<file path="src/rtl/key_disp_pkg.sv">
// key_disp_pkg: shared constants and the hex-to-7-segment encoder.
// Used by key_disp_buf. The optional edit keys are enabled with KEY_DISP_EDIT_EN.
package key_disp_pkg;

  // Pattern that turns off every segment, including dp (outputs are active-low).
  localparam logic [7:0] SEG_BLANK = 8'hFF;

  // Key codes that become editing commands when KEY_DISP_EDIT_EN is defined.
  localparam logic [3:0] KEY_BKSP  = 4'hF;
  localparam logic [3:0] KEY_CLR   = 4'hE;

  // Convert a hex nibble to an active-low {dp,g,f,e,d,c,b,a} pattern, dp off.
  function automatic logic [7:0] hex2seg(input logic [3:0] code);
    logic [7:0] pat;
    case (code)
      4'h0:    pat = 8'hC0;
      4'h1:    pat = 8'hF9;
      4'h2:    pat = 8'hA4;
      4'h3:    pat = 8'hB0;
      4'h4:    pat = 8'h99;
      4'h5:    pat = 8'h92;
      4'h6:    pat = 8'h82;
      4'h7:    pat = 8'hF8;
      4'h8:    pat = 8'h80;
      4'h9:    pat = 8'h90;
      4'hA:    pat = 8'h88;
      4'hB:    pat = 8'h83;
      4'hC:    pat = 8'hC6;
      4'hD:    pat = 8'hA1;
      4'hE:    pat = 8'h86;
      default: pat = 8'h8E;
    endcase
    return pat;
  endfunction

endpackage

</file>
<file path="src/rtl/key_disp_buf_scan_tick_gen.sv">
// scan_tick_gen: free-running prescaler that counts 0..SCAN_DIV-1 and raises
// tick for the single cycle in which it sits at the wrap value.
module scan_tick_gen #(
  parameter int CLK_HZ  = 50_000_000,
  parameter int SCAN_HZ = 1_000
) (
  input  logic clk,
  input  logic rst_n,
  output logic tick
);

  localparam int SCAN_DIV = CLK_HZ / SCAN_HZ;
  localparam int PW       = (SCAN_DIV > 1) ? $clog2(SCAN_DIV) : 1;
  localparam logic [PW-1:0] LAST = PW'(SCAN_DIV - 1);

  logic [PW-1:0] presc;

  // Prescaler: wraps to zero after the terminal value.
  always_ff @(posedge clk or negedge rst_n) begin
    if (!rst_n) begin
      presc <= '0;
    end else if (presc == LAST) begin
      presc <= '0;
    end else begin
      presc <= presc + PW'(1);
    end
  end

  assign tick = (presc == LAST);

endmodule

</file>
<file path="src/rtl/key_disp_buf.sv">
// key_disp_buf: keypad entry buffer driving a multiplexed active-low
// 7-segment display. Newest digit sits in entry 0 (rightmost digit).
// Optional feature macro: KEY_DISP_EDIT_EN (F = backspace, E = clear).
module key_disp_buf
  import key_disp_pkg::*;
#(
  parameter int CLK_HZ  = 50_000_000,
  parameter int SCAN_HZ = 1_000,
  parameter int DIGITS  = 4
) (
  input  logic                         clk,
  input  logic                         rst_n,
  input  logic [3:0]                   key_num,
  input  logic                         key_valid,
  input  logic                         clr,
  output logic [DIGITS-1:0]            sel,
  output logic [7:0]                   seg,
  output logic [$clog2(DIGITS+1)-1:0]  count,
  output logic                         full
);

  localparam int CW = $clog2(DIGITS + 1);
  localparam int IW = $clog2(DIGITS);
  localparam logic [CW-1:0] CNT_MAX = CW'(DIGITS);
  localparam logic [IW-1:0] IDX_MAX = IW'(DIGITS - 1);

  logic [DIGITS-1:0][3:0] digit_buf;
  logic [IW-1:0]          idx;
  logic                   tick;

  scan_tick_gen #(
    .CLK_HZ  (CLK_HZ),
    .SCAN_HZ (SCAN_HZ)
  ) u_tick (
    .clk   (clk),
    .rst_n (rst_n),
    .tick  (tick)
  );

  // Entry buffer and digit count; clear has priority over a coincident key.
  always_ff @(posedge clk or negedge rst_n) begin
    if (!rst_n) begin
      digit_buf <= '0;
      count     <= '0;
    end else if (clr) begin
      digit_buf <= '0;
      count     <= '0;
    end else if (key_valid) begin
`ifdef KEY_DISP_EDIT_EN
      if (key_num == KEY_BKSP) begin
        // Dropping the newest digit pulls older ones toward digit 0.
        if (count != '0) begin
          digit_buf <= {4'h0, digit_buf[DIGITS-1:1]};
          count     <= count - CW'(1);
        end
      end else if (key_num == KEY_CLR) begin
        digit_buf <= '0;
        count     <= '0;
      end else begin
        digit_buf <= {digit_buf[DIGITS-2:0], key_num};
        if (count != CNT_MAX) begin
          count <= count + CW'(1);
        end
      end
`else
      digit_buf <= {digit_buf[DIGITS-2:0], key_num};
      if (count != CNT_MAX) begin
        count <= count + CW'(1);
      end
`endif
    end
  end

  // Scan index advances once per prescaler wrap.
  always_ff @(posedge clk or negedge rst_n) begin
    if (!rst_n) begin
      idx <= '0;
    end else if (tick) begin
      idx <= (idx == IDX_MAX) ? '0 : idx + IW'(1);
    end
  end

  // Registered display drive; unentered positions stay blank (no leading zeros).
  always_ff @(posedge clk or negedge rst_n) begin
    if (!rst_n) begin
      sel <= ~DIGITS'(1);
      seg <= SEG_BLANK;
    end else begin
      sel <= ~(DIGITS'(1) << idx);
      if (32'(idx) < 32'(count)) begin
        seg <= hex2seg(digit_buf[idx]);
      end else begin
        seg <= SEG_BLANK;
      end
    end
  end

  assign full = (count == CNT_MAX);

endmodule

</file>
<file path="config.mk">
export PLATFORM = sky130hd
export DESIGN_NAME = key_disp_buf
export DESIGN_NICKNAME = d
export VERILOG_FILES = /design/src/rtl/key_disp_pkg.sv /design/src/rtl/key_disp_buf_scan_tick_gen.sv /design/src/rtl/key_disp_buf.sv
export SDC_FILE = /design/constraint.sdc
export NUM_CORES = 1
export LEC_CHECK = 0
export CORE_UTILIZATION = 40
export CTS_BUF_LIST = sky130_fd_sc_hd__clkbuf_8 sky130_fd_sc_hd__clkbuf_16
export CTS_CLUSTER_DIAMETER = 50
export DETAILED_ROUTE_END_ITERATION = 10
export RECOVER_POWER = 25
export SLEW_MARGIN = 10
export SYNTH_ARGS = -nofsm -noshare
export SYNTH_HDL_FRONTEND = slang
export SYNTH_SLANG_ARGS = --single-unit
</file>
<file path="constraint.sdc">
create_clock -name clk -period 3.9 [get_ports clk]
set_input_delay 0.585 -clock clk [delete_from_list [all_inputs] [get_ports clk]]
set_output_delay 0.585 -clock clk [all_outputs]
set_load 0.02 [all_outputs]
</file>
==> results of run 1 <==
## kinds of logic after synthesis
family          Yosys count
mux                      23
other cells               1
compound gates           21
simple gates             67
flops                    48
buf+inv                  22
fa+ha+maj                14
xor+xnor                 13
## cells in the final DEF, fill, tap and decap left out, types with 4 or more instances in the layout
cell type / count
dfstp_2: 10
ha_1: 14
dfrtp_1: 38
xnor2_1: 8
o221ai_1: 4
nand2_1: 5
clkdlybuf4s50_1: 21
xor2_1: 5
a21oi_1: 5
clkbuf_8: 5
nor3_1: 5
mux2i_1: 18
inv_1: 14
nand3_1: 7
nor2_1: 30
## cell type report
type | instances | share of cell area (%)
Sequential cell | 48 | 44.2
Clock inverter | 3 | 0.865
Clock buffer | 5 | 2.50
Multi-Input combinational cell | 139 | 39.1
Timing Repair Buffer | 24 | 8.20
Inverter | 14 | 1.91
Tap cell | 72 | 3.28
## power breakdown
part / internal (W) / switching (W) / leakage (nW) / total (W)
combinational: 0.0000568 / 0.0000697 / 0.565 / 0.000127
sequential: 0.000523 / 0.00000928 / 0.616 / 0.000533
clock: 0.000127 / 0.000170 / 0.0404 / 0.000297
total: 0.000707 / 0.000249 / 1.22 / 0.000957
## per-stage QoR
step	cells	setup slack (ns)	cell area [µm²]	total power (W)
finish	305	1.47	2750	0.000957
global route	305	0.919	2750	0.00101
CTS	305	1.58	2750	0.000975
detailed placement	297	1.76	2660	0.000672
global placement	297	1.81	2660	0.000670
floorplan	209	2.00	2390	0.000617
## metal layers
layer  vias up  global-route usage, %  routed length (µm)
li1        767                      -                   -
met1       737                   21.5                2100
met2        21                   21.2                1750
met3         5                   3.45                  98
met4         0                   4.91                  46
met5         -                      0                   0
## sequential cells by signal, indices dropped and copies added (netlist names)
| name | flops |
|---|---|
| count | 3 |
| u_tick.presc | 16 |
| idx | 2 |
| sel | 4 |
| digit_buf | 16 |
| seg | 7 |
## final timing paths
path,startpoint,to,cells after the start
worst max-delay path,rst_n,u_tick.presc[15]$_DFF_PN0_,2
worst min-delay path,rst_n,u_tick.presc[8]$_DFF_PN0_,1
worst max register to register,idx[0]$_DFFE_PN0N_,seg[6]$_DFF_PN1_,5
worst min register to register,u_tick.presc[0]$_DFF_PN0_,u_tick.presc[0]$_DFF_PN0_,1
max in group clk,count[0]$_DFFE_PN0P_,full,4
min in group clk,u_tick.presc[0]$_DFF_PN0_,u_tick.presc[0]$_DFF_PN0_,1
==> metrics.txt, run 1 <==
number of H-tree levels 2; setup bufs post-CTS 0; FP Rows 27; Hold Violations, Final 0; count of cell types in the netlist 44; most common cell in the netlist dfrtp_1; Syn-to-layout area delta 14.9%; Final Skew 0.0107 ns; Gate Count Post-Synth 209; asr flop ratio synth 100%; Startpoint Class primary input; Slowest-stage cell, CP clkbuf_1; CP dominant cell by count clkbuf_1; cell family with most CP delay buffers and inverters; Final Util 48.7%; mux cell area share after synthesis 12.1%; status finished with violations; fill count 530; adder-cell area share of the yosys netlist 7.32%; Synth Area in Compound Gates 5.70%; ant diodes 0; Net Count, Synth 231; period utilisation layout 62.4%; CP Buf/Inv Count 2; peak supply drop 0.000205 V; I/O pins 24; layout cell share with drive strength beyond 1 11.2%; synthesized area 0.00239 mm²; Reg2Reg Setup Slack 1.80 ns; crit-path max FO 32; Post-Synth Simple-Gate Area 14.9%; min cycle time layout 2.43 ns; Clock Latency Late Sink 0.30 ns; crit path cell chain clkbuf_1 > clkbuf_1; pwr dens 348 mW/mm²; clock-pin slew on the worst setup and hold paths 0.09 ns; vias in the first global route 1463; area of the multi-input gates 0.00107 mm²; initial core utilization 42.4%; drt first pass iters 4; Resize count post-CTS 0; Post-synth EDFFs 0; ys flop type dfrtp_1; Synth area leader dfrtp_1; largest family of logic cells by synthesized area simple AND/OR/NAND/NOR gates; Die Y 79.3 µm; Worst Path Required 4.00 ns; Leakage Power 1.22 nW; Die Width 79.3 µm; Final setup viols 0; largest net degree at the start of global routing 33; Detailed Route WL 3.99 mm; Sinks on Clock Net 48; placeable core area 0.00564 mm²; clock tree buffer depth 2; worst hold slack 0.373 ns; Max-slew headroom -13.7%; GP Congestion 0.813; FMAX 411 MHz; per-cell routed wire length 13.1 µm; Worst Tran Pin Value 1.71 ns; Avg Cell Area, Syn 11.4 µm²; setup_tns 0 ns; Num CTS Buffers 5; top-area cell type share of the netlist area 39.7%; CP peak stage delay 1.30 ns; Hold-fix buffers, CTS 0; worst min-delay path category primary input to async pin; synth warn 0; port buffer count 22; 1st-iter DRT viols 61; failing checks capacitance limit, slew limit; Remaining DRCs 0; Synth area leaders dfrtp_1 40%, dfstp_2 11%, mux2i_1 7.5%; Seq/Total Area, Yosys 50.7%; xor/xnor share of the synthesized area 4.76%; Sequential cell area 0.00121 mm²; vias after detailed routing 1530; dpl hpwl 2.85 mm; RSZ-0062 raised after global routing no; remaining global-route overflow 0; Final #Nets 254; Synth Register Bits 48; ANT nets after route 0; Root Driver clkbuf_8; WP data arrival 2.53 ns; max-cap viol count 1; number of vias per cell 5.02; Pins Over Slew Limit 33; most frequent cells after synthesis 38 x dfrtp_1, 30 x nor2_1, 18 x mux2i_1; CTS tree yes; gr usage total 14.7%; first-pass GRT wire length 7.09 mm; worst setup path category primary input to async pin; full die area 0.00629 mm²; initial antenna violation count 0; capturing element type of the critical path async pin
Note: power is estimated with default switching activity, not from simulation.
==> run 2: changes to the inputs <==
Clock period 3.9 ns to 2.1 ns, I/O delays scaled along.
==> metrics.txt, run 2 (synthesis results as in run 1) <==
Sinks on Clock Net 48 (unchanged); crit path from idx[0]$_DFFE_PN0N_; Pins Over Slew Limit 0 (-100%); reg2reg end seg[3]$_DFF_PN1_; fin cells 313 (+2.6%); pwr dens 634 mW/mm² (+82%); period utilisation layout 93.3%; r2r worst-path depth 6 (+1); Hold Path End u_tick.presc[0]$_DFF_PN0_; ANT nets after route 0 (unchanged); vias in the first global route 1587 (+8.5%); RSZ-0062 raised after global routing no; fill count 510 (-3.8%); Hold Crit Start u_tick.presc[0]$_DFF_PN0_; crit-path max FO 6 (-81%); crit path cell chain mux4_1 > inv_1 > ha_1 > nor2_1 > a211oi_1 > o21ai_1; Leakage Power 1.30 nW (+6.4%); number of vias per cell 5.05 (+0.69%); full die area 0.00629 mm² (unchanged); Startpoint Class flop; CTS tree yes; FMAX 510 MHz; most frequent cells in the layout 38 x dfrtp_1, 30 x nor2_1, 20 x clkdlybuf4s50_1, 18 x mux2i_1, 16 x inv_1; layout cell share with drive strength beyond 1 13.7% (+2.5 points); per-cell routed wire length 13.2 µm (+1.0%); reg2reg start idx[0]$_DFFE_PN0N_; Root Driver clkbuf_8; vias after detailed routing 1581 (+3.3%); Die Y 79.3 µm (unchanged); Hold Violations, Final 0 (unchanged); initial core utilization 42.4% (unchanged); Max-slew headroom 23.4% (+37 points); 1st-iter DRT viols 47 (-23%); Detailed Route WL 4.14 mm (+3.7%); Remaining DRCs 0 (unchanged); GP Congestion 0.798 (-1.8%); clock tree buffer depth 2 (unchanged); gr usage total 15.1% (+0.40 points); drt first pass iters 4 (unchanged); FP Rows 27 (unchanged); Worst Tran Pin Value 1.15 ns (-0.557 ns); status finished clean; initial antenna violation count 0 (unchanged); dpl hpwl 2.94 mm (+3.4%); remaining global-route overflow 0 (unchanged); cell family with most CP delay multiplexers; Top Registers digit_buf (16), u_tick.presc (16), seg (7); CP peak stage delay 0.68 ns (-0.62 ns); first-pass GRT wire length 7.34 mm (+3.6%); Reg2Reg Setup Slack 0.14 ns (-1.66 ns); ant diodes 0 (unchanged); peak supply drop 0.000336 V (+64%); port buffer count 22 (unchanged); Final Skew 0.0104 ns (-0.000305 ns); Final #Nets 262 (+3.1%); setup_tns 0 ns (unchanged); Worst Path Required 2.33 ns (-1.67 ns); hold path depth 1; capturing element type of the critical path flop; commonest non-fill, non-tap cell in the layout dfrtp_1; min cycle time layout 1.96 ns; WP data arrival 2.19 ns (-0.34 ns); Slowest-stage cell, CP mux4_1; worst min-delay path category flop to flop; Syn-to-layout area delta 17.6%; CP Buf/Inv Count 1 (-1); I/O pins 24 (unchanged); setup bufs post-CTS 0 (unchanged); Clock Latency Late Sink 0.29 ns (about the same); DP Cell Count 304 (+2.4%); Die Width 79.3 µm (unchanged); number of H-tree levels 2 (unchanged); Num CTS Buffers 5 (unchanged); largest net degree at the start of global routing 49 (+48%); worst setup path category flop to flop; Final setup viols 0 (unchanged); clock-pin slew on the worst setup and hold paths 0.09 ns (about the same); placeable core area 0.00564 mm² (unchanged); max-cap viol count 0 (-1)
[run 2: final cells by class]
class                   count  area (µm²)  area share (%)
clock buffers               6        82.6            2.94
multi-input cells         139        1070            38.2
well taps                  72        90.1            3.20
inverters                  14        52.6            1.87
clock inverters             2        7.51           0.267
flip-flops and latches     48        1210            43.1
repair buffers             32         293            10.4
[run 2: worst max-delay path by stage]
| stage | slack, ns | endpoint | cells after the start |
|---|---|---|---|
| finish | 0.14 | seg[3]$_DFF_PN1_ | 6 |
| detailed placement | 0.13 | seg[3]$_DFF_PN1_ | 6 |
| global route | 0.005 | seg[3]$_DFF_PN1_ | 6 |
| CTS | 0.08 | full | 4 |
| global placement | 0.19 | seg[3]$_DFF_PN1_ | 5 |
| floorplan | 0.20 | seg[6]$_DFF_PN1_ | 6 |
[run 2: where the power goes]
part / total, W / switching (W) / internal [W]
registers: 0.000989 / 0.0000174 / 0.000972
clock network: 0.000548 / 0.000289 / 0.000259
logic: 0.000245 / 0.000131 / 0.000114
[run 2: what timing repair did]
action / in CTS / in global routing
setup endpoints to repair: 0 / 1
hold buffers: 1 / 0
gates resized for setup: 0 / 1
hold endpoints to repair: 3 / 0
[run 2: metrics by stage]
stage / total power, W / setup WS (ns) / cell area [µm²] / util, % / hold WS [ns]
after floorplan: 0.00115 / 0.200 / 2390 / - / 0.0194
after CTS: 0.00182 / 0.0814 / 2830 / 50.1 / 0.506
after detailed placement: 0.00126 / 0.133 / 2730 / 48.3 / 0.323
final: 0.00178 / 0.141 / 2810 / 49.9 / 0.499
after global placement: 0.00126 / 0.193 / 2730 / 48.3 / 0.323
after global routing: 0.00187 / 0.00540 / 2810 / 49.9 / 0.517
[run 2: worst register-to-register path, cell delays in order, from the launching register on]
cell and delay (ns):
dfrtp_1 0.46, mux4_1 0.68, inv_1 0.18, ha_1 0.27, nor2_1 0.11, a211oi_1 0.06, o21ai_1 0.15
[run 2: routing by layer]
metal | share of wire (%) | up-vias | GRT usage [%]
met5 | 0 | - | 0
met4 | 1.3 | 0 | 5.45
met3 | 2.0 | 5 | 2.76
met2 | 46 | 18 | 24.1
met1 | 51 | 779 | 20.5
li1 | - | 779 | -
==> RTL change (flow settings as in run 2) <==
Build with the macro `KEY_DISP_EDIT_EN` defined.
--- a/src/rtl/key_disp_buf.sv
+++ b/src/rtl/key_disp_buf.sv
@@ -3,2 +3,4 @@
 // Optional feature macro: KEY_DISP_EDIT_EN (F = backspace, E = clear).
+`define KEY_DISP_EDIT_EN
+
 module key_disp_buf
Check against the original RTL: not equivalent (Yosys sat finds a counterexample within 4 cycles, from zero or initial values and one cycle with rst_n low).
==> RTL change against run 2 <==
Utilization shrank 0.63 points. First-iteration DRC count is 53% higher. Maximum frequency shrank 2.4%. Total power grew 12%. Synthesized area is 9.3% higher. Setup slack lost 48 ps. Sequential cell count unchanged. Design area increased by 10%. Routed wire length up 27%. Via count grew 24%. Global-route usage up 2.2 points. Clock power is 24% higher.
==> RTL change: results (changes against run 2) <==
The pin count of the biggest net entering global routing came to 25 (was 49). The routed wire length is 5260 µm (was 4140 µm). Run status: finished clean (unchanged). The DRC marker count from the first detailed-route iteration is 72 (was 47).

The standard cell with the maximum stage delay on the critical path is sky130_fd_sc_hd__mux4_2 (was sky130_fd_sc_hd__mux4_1). The total length of routed met2 wires came out at 2430 µm (was 1890 µm). The maximum fanout along the worst path was 5 (was 6). The overall routing resource usage came out at 0.173 (was 0.151).

The fraction of power spent switching nets came to 0.263 (was 0.245). The met2 usage came out at 0.269 (was 0.241). Synth area leaders: sky130_fd_sc_hd__dfrtp_1 (36%), sky130_fd_sc_hd__dfstp_2 (10%), sky130_fd_sc_hd__ha_1 (7.2%), sky130_fd_sc_hd__mux4_2 (4.3%), sky130_fd_sc_hd__nand2_1 (3.4%) (was sky130_fd_sc_hd__dfrtp_1 (40%), sky130_fd_sc_hd__dfstp_2 (11%), sky130_fd_sc_hd__mux2i_1 (7.5%), sky130_fd_sc_hd__ha_1 (7.3%), sky130_fd_sc_hd__nor2_1 (4.7%)).

The setup slack on the worst flop-to-flop path is 90 ps (was 140 ps). The leakage power came to 1.29 nW (was 1.30 nW). The global-route wire length before repair is 9580 µm (was 7340 µm). The routed length on met3 came out at 196 µm (was 83 µm). The final worst clock skew came out at 8.82 ps (was 10.4 ps).

The number of fillers in the final layout was 618 (was 510). The final RePlAce weighted congestion was 0.853 (was 0.798). The via count of the first global-routing pass came out at 1,993 (was 1,587). The maximum vdd ir drop came out at 0.000280 V (was 0.000336 V). The clock insertion delay at the later pin of the skew report is 310 ps (was 290 ps). The part of the Yosys area used for sequential elements is 0.464 (was 0.507). The layout cell share with drive strength beyond 1 is 0.170 (was 0.137). The post-synthesis cell type count came to 51 (was 44). The placed wire-length estimate is 3770 µm (was 2940 µm). Most common library cells after synthesis: sky130_fd_sc_hd__dfrtp_1 (38), sky130_fd_sc_hd__nand2_1 (24), sky130_fd_sc_hd__inv_1 (19) (was sky130_fd_sc_hd__dfrtp_1 (38), sky130_fd_sc_hd__nor2_1 (30), sky130_fd_sc_hd__mux2i_1 (18)). The first-pass iteration count of the detailed router was 6 (was 4). The global routing met1 resource utilization came out at 0.239 (was 0.205). The routed metal-1 wire length came out at 2550 µm (was 2110 µm). The net count of the finished layout is 311 (was 262).
-- RTL change: changes by cell type after synthesis, moves of 3 or more --
cell / run 2 / this run
sky130_fd_sc_hd__a22oi_1: 0 / 10
sky130_fd_sc_hd__o21ai_0: 3 / 15
sky130_fd_sc_hd__nor2_1: 30 / 12
sky130_fd_sc_hd__clkbuf_1: 2 / 6
sky130_fd_sc_hd__mux4_2: 2 / 5
sky130_fd_sc_hd__mux2i_1: 18 / 2
sky130_fd_sc_hd__a32o_1: 0 / 4
sky130_fd_sc_hd__nand2b_1: 1 / 4
sky130_fd_sc_hd__inv_1: 14 / 19
sky130_fd_sc_hd__nand2_1: 5 / 24
sky130_fd_sc_hd__nand4_1: 3 / 6
-- RTL change: cell type report --
cell class                      instances  area share
Multi-Input combinational cell        176       0.413
Sequential cell                        48       0.391
Timing Repair Buffer                   38       0.107
Tap cell                               77      0.0310
Inverter                               19      0.0229
Clock buffer                            5      0.0221
Clock inverter                          3      0.0137
-- RTL change: cells by family after synthesis --
logic type | count (synthesis) | share of synthesized area
adders and majority gates | 15 | 0.0718
other | 1 | 0.00143
buffers and inverters | 30 | 0.0464
AOI/OAI and AO/OA | 57 | 0.153
muxes | 9 | 0.0593
DFF | 48 | 0.464
and+or+nand+nor | 81 | 0.161
xor gates and xnor gates | 13 | 0.0435
-- RTL change: what timing repair did --
action                                 in CTS  in global routing
endpoints found under the hold margin      14                  0
setup endpoints to repair                   1                  4
hold buffers                                1                  0
gates resized for setup                     1                  3
setup buffers                               0                  0
-- RTL change: power by group through the flow --
stage	Combinational [mW]	Sequential, mW	Clock (mW)
6_report	0.324	1.00	0.677
5_1_grt	0.356	1.01	0.743
4_1_cts	0.326	1.00	0.705
3_5_place_dp	0.324	1.02	0
3_3_place_gp	0.321	1.02	0
2_1_floorplan	0.145	1.06	0
-- RTL change: worst register-to-register path, cell delays in order, from the launching register on --
cell and delay (ps):
sky130_fd_sc_hd__dfrtp_2 410, sky130_fd_sc_hd__mux4_2 590, sky130_fd_sc_hd__ha_1 270, sky130_fd_sc_hd__or3b_2 470, sky130_fd_sc_hd__o221ai_1 100, sky130_fd_sc_hd__nand2_1 90
-- RTL change: worst min path at each step --
stage,to,slack [ps],cells after the start
2_1_floorplan,count[0],20,0
3_3_place_gp,u_tick.presc[2],330,1
3_5_place_dp,u_tick.presc[2],330,1
4_1_cts,u_tick.presc[0],480,1
5_1_grt,u_tick.presc[0],490,1
6_report,u_tick.presc[0],480,1
-- RTL change: through the flow --
step                      hold WS (ps)  total power [mW]  cell area [µm²]  std cells  setup WS (ps)
after CTS                          478              2.04             3110        366           39.9
final                              480              2.00             3110        366           92.3
after floorplan                   19.4              1.21             2620        254           68.9
after global placement             327              1.34             2990        357          -41.5
after global routing               495              2.11             3110        366           14.0
after detailed placement           333              1.35             2990        357           -148
